### src/rtl/spi_pkg.sv
// Shared defaults and FSM state type for the SPI slave agent.
package spi_pkg;

  localparam int SPI_DATA_WIDTH = 8;
  localparam int SPI_CPOL       = 0;
  localparam int SPI_CPHA       = 0;

  typedef enum logic {
    ST_IDLE   = 1'b0,
    ST_ACTIVE = 1'b1
  } spi_state_t;

endpackage

### src/rtl/spi_sync_edge.sv
// Two-flop synchronizer for an asynchronous input, with single-cycle rise/fall
// pulses derived from the synchronized value.
module spi_sync_edge #(
  parameter logic RST_VAL = 1'b0
) (
  input  logic clk,
  input  logic rst,
  input  logic i_async,
  output logic o_sync,
  output logic o_rise,
  output logic o_fall
);

  logic r_meta;
  logic r_sync;
  logic r_prev;

  always_ff @(posedge clk) begin
    if (rst) begin
      r_meta <= RST_VAL;
      r_sync <= RST_VAL;
      r_prev <= RST_VAL;
    end else begin
      r_meta <= i_async;
      r_sync <= r_meta;
      r_prev <= r_sync;
    end
  end

  assign o_sync = r_sync;
  assign o_rise = r_sync & ~r_prev;
  assign o_fall = ~r_sync & r_prev;

endmodule

### src/rtl/spi_slave_agent.sv
// SPI slave with a one-word transmit holding register, all SPI inputs
// oversampled in the clk domain, and back-to-back words within one cs_n frame.
module spi_slave_agent
  import spi_pkg::*;
#(
  parameter int DATA_WIDTH = SPI_DATA_WIDTH,
  parameter int CPOL       = SPI_CPOL,
  parameter int CPHA       = SPI_CPHA
) (
  input  logic                  clk,
  input  logic                  rst,
  input  logic                  sclk,
  input  logic                  cs_n,
  input  logic                  mosi,
  output logic                  miso,
  output logic                  miso_oe,
  input  logic [DATA_WIDTH-1:0] tx_data,
  input  logic                  tx_valid,
  output logic                  tx_ready,
  output logic [DATA_WIDTH-1:0] rx_data,
  output logic                  rx_valid,
  output logic                  busy,
  output logic                  underrun
);

  localparam int              CNT_W    = (DATA_WIDTH > 2) ? $clog2(DATA_WIDTH) : 1;
  localparam logic [CNT_W-1:0] CNT_LAST = CNT_W'(DATA_WIDTH - 1);
  localparam logic            CPOL_LVL = (CPOL != 0);

  logic w_sclk_sync, w_sclk_rise, w_sclk_fall;
  logic w_cs_sync, w_cs_rise, w_cs_fall;

  // cs_n sync resets low so a cs_n held low through reset cannot start a frame.
  spi_sync_edge #(.RST_VAL(CPOL_LVL)) u_sclk_sync (
    .clk    (clk),
    .rst    (rst),
    .i_async(sclk),
    .o_sync (w_sclk_sync),
    .o_rise (w_sclk_rise),
    .o_fall (w_sclk_fall)
  );

  spi_sync_edge #(.RST_VAL(1'b0)) u_cs_sync (
    .clk    (clk),
    .rst    (rst),
    .i_async(cs_n),
    .o_sync (w_cs_sync),
    .o_rise (w_cs_rise),
    .o_fall (w_cs_fall)
  );

  logic r_mosi_meta, r_mosi_sync;

  always_ff @(posedge clk) begin
    if (rst) begin
      r_mosi_meta <= 1'b0;
      r_mosi_sync <= 1'b0;
    end else begin
      r_mosi_meta <= mosi;
      r_mosi_sync <= r_mosi_meta;
    end
  end

  logic w_sclk_edge, w_lead, w_trail, w_sample, w_shift;

  assign w_sclk_edge = w_sclk_rise | w_sclk_fall;
  assign w_lead      = w_sclk_edge & (w_sclk_sync != CPOL_LVL);
  assign w_trail     = w_sclk_edge & (w_sclk_sync == CPOL_LVL);
  assign w_sample    = (CPHA == 0) ? w_lead  : w_trail;
  assign w_shift     = (CPHA == 0) ? w_trail : w_lead;

  spi_state_t r_state, w_state_next;

  always_ff @(posedge clk) begin
    if (rst) r_state <= ST_IDLE;
    else     r_state <= w_state_next;
  end

  always_comb begin
    w_state_next = r_state;
    case (r_state)
      ST_IDLE:   if (w_cs_fall) w_state_next = ST_ACTIVE;
      ST_ACTIVE: if (w_cs_sync) w_state_next = ST_IDLE;
      default:   w_state_next = ST_IDLE;
    endcase
  end

  logic r_miso;

  always_comb begin
    miso_oe = 1'b0;
    busy    = 1'b0;
    miso    = 1'b0;
    if (r_state == ST_ACTIVE) begin
      miso_oe = 1'b1;
      busy    = 1'b1;
      miso    = r_miso;
    end
  end

  logic [CNT_W-1:0]      r_cnt;
  logic [DATA_WIDTH-2:0] r_rx_shift;
  logic [DATA_WIDTH-1:0] r_rx_data;
  logic                  r_rx_done, r_rx_valid;
  logic [DATA_WIDTH-1:0] r_hold, r_tx_shift;
  logic                  r_hold_full, r_underrun, r_under_pend;

  logic                  w_in_word, w_frame_end, w_last;
  logic                  w_word_start_cs, w_word_done, w_word_start;
  logic                  w_tx_load, w_shift_ok;
  logic [DATA_WIDTH-1:0] w_next_word, w_rx_next;

  assign w_in_word       = (r_state == ST_ACTIVE) & ~w_cs_sync;
  assign w_frame_end     = (r_state == ST_ACTIVE) & w_cs_rise;
  assign w_last          = (r_cnt == CNT_LAST);
  assign w_word_start_cs = (r_state == ST_IDLE) & w_cs_fall;
  assign w_word_done     = w_in_word & w_sample & w_last;
  assign w_word_start    = w_word_start_cs | w_word_done;
  assign w_tx_load       = tx_valid & ~r_hold_full;
  assign w_next_word     = r_hold_full ? r_hold : '0;
  assign w_rx_next       = {r_rx_shift, r_mosi_sync};
  // In CPHA=0 the MSB is already on miso from word start, so the trailing
  // edge that follows the last sample of a word must not shift it away.
  assign w_shift_ok      = w_in_word & w_shift & ((CPHA != 0) | (r_cnt != '0));

  assign tx_ready = ~r_hold_full;
  assign rx_data  = r_rx_data;
  assign rx_valid = r_rx_valid;
  assign underrun = r_underrun;

  // Underrun for a word chained after completion is reported only once that
  // word actually clocks a bit, so a frame ending cleanly does not flag one.
  always_ff @(posedge clk) begin
    if (rst) begin
      r_hold       <= '0;
      r_hold_full  <= 1'b0;
      r_tx_shift   <= '0;
      r_miso       <= 1'b0;
      r_underrun   <= 1'b0;
      r_under_pend <= 1'b0;
    end else begin
      r_underrun <= 1'b0;
      if (w_word_start) r_hold_full <= 1'b0;
      if (w_tx_load) begin
        r_hold      <= tx_data;
        r_hold_full <= 1'b1;
      end
      if (w_word_start) begin
        if (CPHA == 0) begin
          r_miso     <= w_next_word[DATA_WIDTH-1];
          r_tx_shift <= w_next_word << 1;
        end else begin
          r_tx_shift <= w_next_word;
        end
        r_underrun   <= w_word_start_cs & ~r_hold_full;
        r_under_pend <= w_word_done & ~r_hold_full;
      end else if (w_shift_ok) begin
        r_miso     <= r_tx_shift[DATA_WIDTH-1];
        r_tx_shift <= r_tx_shift << 1;
      end
      if (w_frame_end) begin
        r_under_pend <= 1'b0;
      end else if (r_under_pend && w_in_word && w_sample && !w_word_start) begin
        r_underrun   <= 1'b1;
        r_under_pend <= 1'b0;
      end
    end
  end

  always_ff @(posedge clk) begin
    if (rst) begin
      r_cnt      <= '0;
      r_rx_shift <= '0;
      r_rx_data  <= '0;
      r_rx_done  <= 1'b0;
      r_rx_valid <= 1'b0;
    end else begin
      r_rx_done  <= 1'b0;
      r_rx_valid <= r_rx_done;
      if (w_frame_end) begin
        r_cnt <= '0;
      end else if (w_in_word && w_sample) begin
        r_rx_shift <= w_rx_next[DATA_WIDTH-2:0];
        if (w_last) begin
          r_cnt     <= '0;
          r_rx_data <= w_rx_next;
          r_rx_done <= 1'b1;
        end else begin
          r_cnt <= r_cnt + 1'b1;
        end
      end
    end
  end

endmodule

### config.mk
export PLATFORM = sky130hd
export DESIGN_NAME = spi_slave_agent
export DESIGN_NICKNAME = d
export VERILOG_FILES = /design/src/rtl/spi_pkg.sv /design/src/rtl/spi_sync_edge.sv /design/src/rtl/spi_slave_agent.sv
export SDC_FILE = /design/constraint.sdc
export NUM_CORES = 1
export LEC_CHECK = 0
export ABC_AREA = 1
export CAP_MARGIN = 15
export CORE_MARGIN = 4
export CORE_UTILIZATION = 25
export DETAILED_ROUTE_END_ITERATION = 8
export PLACE_DENSITY = 0.54
export SKIP_CTS_REPAIR_TIMING = 1
export SLEW_MARGIN = 20
export SYNTH_ARGS = -nofsm -noshare
export SYNTH_HDL_FRONTEND = slang
export SYNTH_SLANG_ARGS = --single-unit
### constraint.sdc
create_clock -name clk -period 1.6 [get_ports clk]
set_clock_uncertainty 0.05 [all_clocks]
set_input_delay 0.32 -clock clk [delete_from_list [all_inputs] [get_ports clk]]
set_output_delay 0.32 -clock clk [all_outputs]
set_load 0.01 [all_outputs]
==> results_dict.tcl, run 1 <==
set metrics [dict create \
    ir_worst_vdd_mv 0.313 \
    num-fill-cells 868 \
    path_class "flip-flop to output port" \
    drv_cap 0 \
    diodes 0 \
    nNetsFinal 318 \
    pwr-share-seq_pct 53.3 \
    grt_max_degree 17 \
    syn_to_final_growth_pct 29.6 \
    ys_warn_count 0 \
    cts_tree "yes" \
    synth_xor_xnor_area_share_pct 0 \
    num_vias 1711 \
    cp_num_buf_inv 1 \
    die_area_um2 9330 \
    avgSynthCellArea_um2 7.40 \
    p_per_area_nw_per_um2 922 \
    synthAdderAreaFrac_pct 1.91 \
    synth_top_family_by_area "simple AND/OR/NAND/NOR gates" \
    cts-root-buf "clkbuf_8" \
    relSlewSlack_pct 82.1 \
    portBuffers 27 \
    grt_pass1_vias 1576 \
    syn_area_um2 1960 \
    grt_usage_pct 10.0 \
    layout_common_cells "nor2_1 (64), dfxtp_1 (47), nand2_1 (34)" \
    synth_mux_area_share_pct 0 \
    final_common_cell "nor2_1" \
    wl_mm 4.31 \
    holdWs_ns 0.359 \
    clk_pin_slew_ns 0.09 \
    multiInputGateArea_um2 806 \
    ys_seq_area_share_pct 49.0 \
    die_x_um 96.6 \
    internal_power_uw 1820 \
    drt_iter0_drc 68 \
    syn-instance-count 265 \
    p_leak_uw 0.00120 \
    end_kind "output port" \
    min_path_type "flip-flop to flip-flop" \
    place_hpwl_mm 3.14 \
    crit_path_start_kind "flip-flop" \
    drive_gt1_share_pct 11.3 \
    ff_latch_area_um2 965 \
    cts.sinks 48 \
    slowest_delay_ns 0.54 \
    async_reset_ff_share_pct 0 \
    gp_congestion 0.797 \
    setup_violations 0 \
    clkPwrFrac_pct 39.3 \
    synth_edf_count 0 \
    status "complete, no violations" \
    use_met3_pct 2.79 \
    cts_buffers 5 \
    met2_usage_pct 16.2 \
    initial_core_util_pct 25.5 \
    num_io_pins 28 \
    ant_nets 0 \
    cpMaxStageDelayCell "clkdlybuf4s50_1" \
    cp_max_fo 2 \
    hold_viol 0 \
    arrival_ns 1.18 \
    pwr-share-comb_pct 7.4 \
    switching_share_pct 22.2 \
    firstDrtPassIters 4 \
    grt_pass1_wl_mm 7.22 \
    row_count 32 \
    grt_busiest_layer "met2" \
    synthSimpleGateAreaFrac_pct 29.3 \
    h-tree-depth 2 \
    fin_crit_ns 1.55 \
    cts_max_path_buffers 2 \
    post-route-period-util_pct 96.6 \
    crit_chain "clkdlybuf4s50_1" \
    wl_per_cell_um 10.7 \
    power_switching_uw 521 \
    finalMaxSlewViolations 0 \
    clkLatencyLatePin_ns 0.31 \
    ys_seq_elements 48 \
    rsz0062_at_grt "true" \
    route.detailed.drc 0 \
    crit_family "buffers and inverters" \
    tns_ns 0 \
    synth_ff_type "dfxtp_1" \
    antenna_found_initial 0 \
    met1_usage_pct 12.8 \
    core_area_um2 7690 \
    grt_overflow_total 0 \
    synth-compound-area-share_pct 9.82 \
    die_h_um 96.6 \
    worst_pin_slew_ns 0.268 \
    yosysUniqueCellTypes 20 \
    critical_path_required_ns 1.23 \
    viasPerCell 4.24 \
    max_freq_mhz 647 \
    syn_nets 282 \
]
[through the flow]
step | power [uW] | std cells | area (um^2) | setup slack [ns] | utilization, %
2_1_floorplan | 1370 | 265 | 1960 | 0.155 | -
5_1_grt | 2460 | 404 | 2540 | -0.00488 | 33.1
4_1_cts | 2390 | 404 | 2520 | -0.248 | 32.8
3_3_place_gp | 1450 | 396 | 2400 | 0.0737 | 31.2
6_report | 2340 | 404 | 2540 | 0.0547 | 33.1
3_5_place_dp | 1460 | 396 | 2400 | 0.0683 | 31.2
[sequential cells by signal, summed over array words and instances, names as in the netlist, 3 cells and up]
name and flops:
r_cnt 3, r_hold 8, r_rx_shift 7, r_tx_shift 7, rx_data 8
[power by group through the flow]
stage,combinational [uW],clock (uW),sequential [uW]
3_3_place_gp,175,0,1280
4_1_cts,178,960,1250
5_1_grt,201,1000,1250
2_1_floorplan,101,0,1270
3_5_place_dp,177,0,1280
6_report,174,921,1250
[worst min-delay path: stages (launching register included)]
cell and delay [ns]:
dfxtp_1 0.30, inv_1 0.04, nor2_1 0.03
[area by class of cell]
cell class,instances,area share (%)
sequential,48,37.9
multi-input combinational,172,31.7
timing repair buffer,42,15.8
tap,102,5.02
inverter,32,4.72
clock buffer,6,3.25
clock inverter,2,1.53
[final timing paths]
path	start	end	slack [ns]	cells past startpoint
max	rx_data[0]	rx_data[0]	0.05	1
min	r_mosi_meta	r_mosi_sync	0.36	2
max reg2reg	r_cnt[0]	r_tx_shift[5]	0.14	7
min reg2reg	r_mosi_meta	r_mosi_sync	0.36	2
[per-layer routing]
layer / part of all wire, % / vias up
met2: 46 / 24
met1: 49 / 773
met3: 3.6 / 7
met4: 1.4 / 0
met5: 0 / -
li1: - / 907
[kinds of logic (layout without fill, tap and decap cells)]
logic type,Yosys count,count (layout)
AOI/OAI and AO/OA,38,38
adders and majority gates,3,3
DFF,48,48
buffers and inverters,45,82
and+or+nand+nor,131,131
[Yosys cell counts (3+ instances only)]
cell | n | area, um^2
a21oi_1 | 18 | 90.1
buf_2 | 3 | 15.0
buf_4 | 4 | 30.0
clkbuf_1 | 5 | 18.8
dfxtp_1 | 48 | 961
ha_1 | 3 | 37.5
inv_1 | 30 | 113
nand2_1 | 34 | 128
nand3_1 | 15 | 75.1
nand4_1 | 11 | 68.8
nor2_1 | 64 | 240
o21ai_0 | 19 | 95.1
Power figures use the tool's default switching activity.
==> run 2, diff against run 1 <==
--- a/config.mk
+++ b/config.mk
@@ -11,7 +11,6 @@
 export CORE_UTILIZATION = 25
 export DETAILED_ROUTE_END_ITERATION = 8
 export PLACE_DENSITY = 0.54
-export SKIP_CTS_REPAIR_TIMING = 1
 export SLEW_MARGIN = 20
 export SYNTH_ARGS = -nofsm -noshare
 export SYNTH_HDL_FRONTEND = slang
==> run 2 against run 1 <==
Effect of this change: maximum frequency is the same; final cell count is the same; highest routed layer unchanged; routed wire length shrank 0.19%.
==> results_dict.tcl, run 2 (same netlist as run 1, synthesis figures left out) <==
set metrics [dict create \
    cts_buffers 5 \
    grt_max_degree 17 \
    viasPerCell 4.23 \
    ant_nets 0 \
    place_hpwl_mm 3.14 \
    clk_pin_slew_ns 0.09 \
    place_ws_ns 0.0683 \
    layout_common_cells "nor2_1 (64), dfxtp_1 (47), nand2_1 (34)" \
    gp_congestion 0.797 \
    fin_crit_ns 1.55 \
    ir_worst_vdd_mv 0.313 \
    placed_cell_area_um2 2400 \
    wl_mm 4.30 \
    drt_iter0_drc 64 \
    clkLatencyLatePin_ns 0.31 \
    finalInstanceArea_um2 2530 \
    slowest_delay_ns 0.54 \
    rsz0062_at_grt "true" \
    cpMaxStageDelayCell "clkdlybuf4s50_1" \
    initial_core_util_pct 25.5 \
    hold_viol 0 \
    holdWs_ns 0.359 \
    critical_path_required_ns 1.23 \
    cts.sinks 48 \
    cp_max_fo 2 \
    diodes 0 \
    relSlewSlack_pct 82.1 \
    grt_usage_pct 10.1 \
    worst_pin_slew_ns 0.268 \
    max_freq_mhz 647 \
    grt_pass1_wl_mm 7.25 \
    antenna_found_initial 0 \
    worst_slack_ns 0.0547 \
    wl_per_cell_um 10.6 \
    route.detailed.drc 0 \
    arrival_ns 1.18 \
    cts-root-buf "clkbuf_8" \
    finalMaxSlewViolations 0 \
    cp_num_buf_inv 1 \
    cts_tree "yes" \
    end_kind "output port" \
    crit_path_start_kind "flip-flop" \
    post-route-period-util_pct 96.6 \
    reg2reg_slack_ns 0.14 \
    firstDrtPassIters 4 \
    regToRegEndpoint "r_tx_shift[5]" \
    final_common_cell "nor2_1" \
    p_leak_uw 0.00116 \
    die_area_um2 9330 \
    cp-endpoint "rx_data[0]" \
    crit_chain "clkdlybuf4s50_1" \
    path_class "flip-flop to output port" \
    rr_startpoint "r_cnt[0]" \
    die_h_um 96.6 \
    startpoint "rx_data[0]" \
    reg2reg_depth 7 \
    setup_violations 0 \
    crit_family "buffers and inverters" \
    nNetsFinal 318 \
    num_vias 1710 \
    core_area_um2 7690 \
    num_io_pins 28 \
    status "complete, no violations" \
    grt_overflow_total 0 \
    drive_gt1_share_pct 10.9 \
    holdPathStages 2 \
    cts_max_path_buffers 2 \
    syn_to_final_growth_pct 28.8 \
    row_count 32 \
    portBuffers 27 \
    p_per_area_nw_per_um2 926 \
    cp.depth 1 \
    die_x_um 96.6 \
    grt_pass1_vias 1585 \
    h-tree-depth 2 \
    drv_cap 0 \
    min_path_type "flip-flop to flip-flop" \
]
==> run 2: cell types whose count changed in the layout (fill, tap and decap cells not counted), sizes merged <==
cell / before / now
dlymetal6s2s: 8 / 4
dlygate4sd2: 0 / 4
==> run 2: cell type report <==
| type | count | area, um^2 |
|---|---|---|
| tap | 102 | 128 |
| multi-input combinational | 172 | 806 |
| timing repair buffer | 42 | 388 |
| inverter | 32 | 120 |
| sequential | 48 | 965 |
| fill | 868 | 5160 |
| clock buffer | 6 | 82.6 |
| clock inverter | 2 | 38.8 |
==> run 2: metal layers <==
layer  track usage, %  routed length (um)
met5                0                   0
met4             3.62                  61
met3             2.79                 153
met2             16.3                1980
met1             12.8                2110
==> run 2: through the flow <==
stage	cells	power [uW]	TNS, ns	util (%)
3_3_place_gp	396	1450	0	31.2
5_1_grt	404	2460	-0.00500	32.9
3_5_place_dp	396	1460	0	31.2
6_report	404	2340	0	32.9
2_1_floorplan	265	1370	0	-
4_1_cts	404	2380	0	32.7
==> run 2: how the worst min path moves through the flow <==
stage,startpoint,to
floorplan,r_mosi_meta,r_mosi_sync
global placement,u_cs_sync.r_meta,u_cs_sync.o_sync
CTS,u_sclk_sync.r_meta,u_sclk_sync.o_sync
global route,r_mosi_meta,r_mosi_sync
finish,r_mosi_meta,r_mosi_sync
detailed placement,u_sclk_sync.r_meta,u_sclk_sync.o_sync
==> run 2: where the power goes <==
group / total, uW / internal [uW] / switching (uW)
Sequential: 1250 / 1230 / 19.7
Clock: 921 / 511 / 409
Combinational: 172 / 80.1 / 91.6
Total: 2340 / 1820 / 521
==> run 2: repair_timing <==
item,4_1_cts,5_1_grt
buffers inserted,0,0
resized for setup,6,4
hold buffers,0,0
endpoints found under the setup margin,4,5
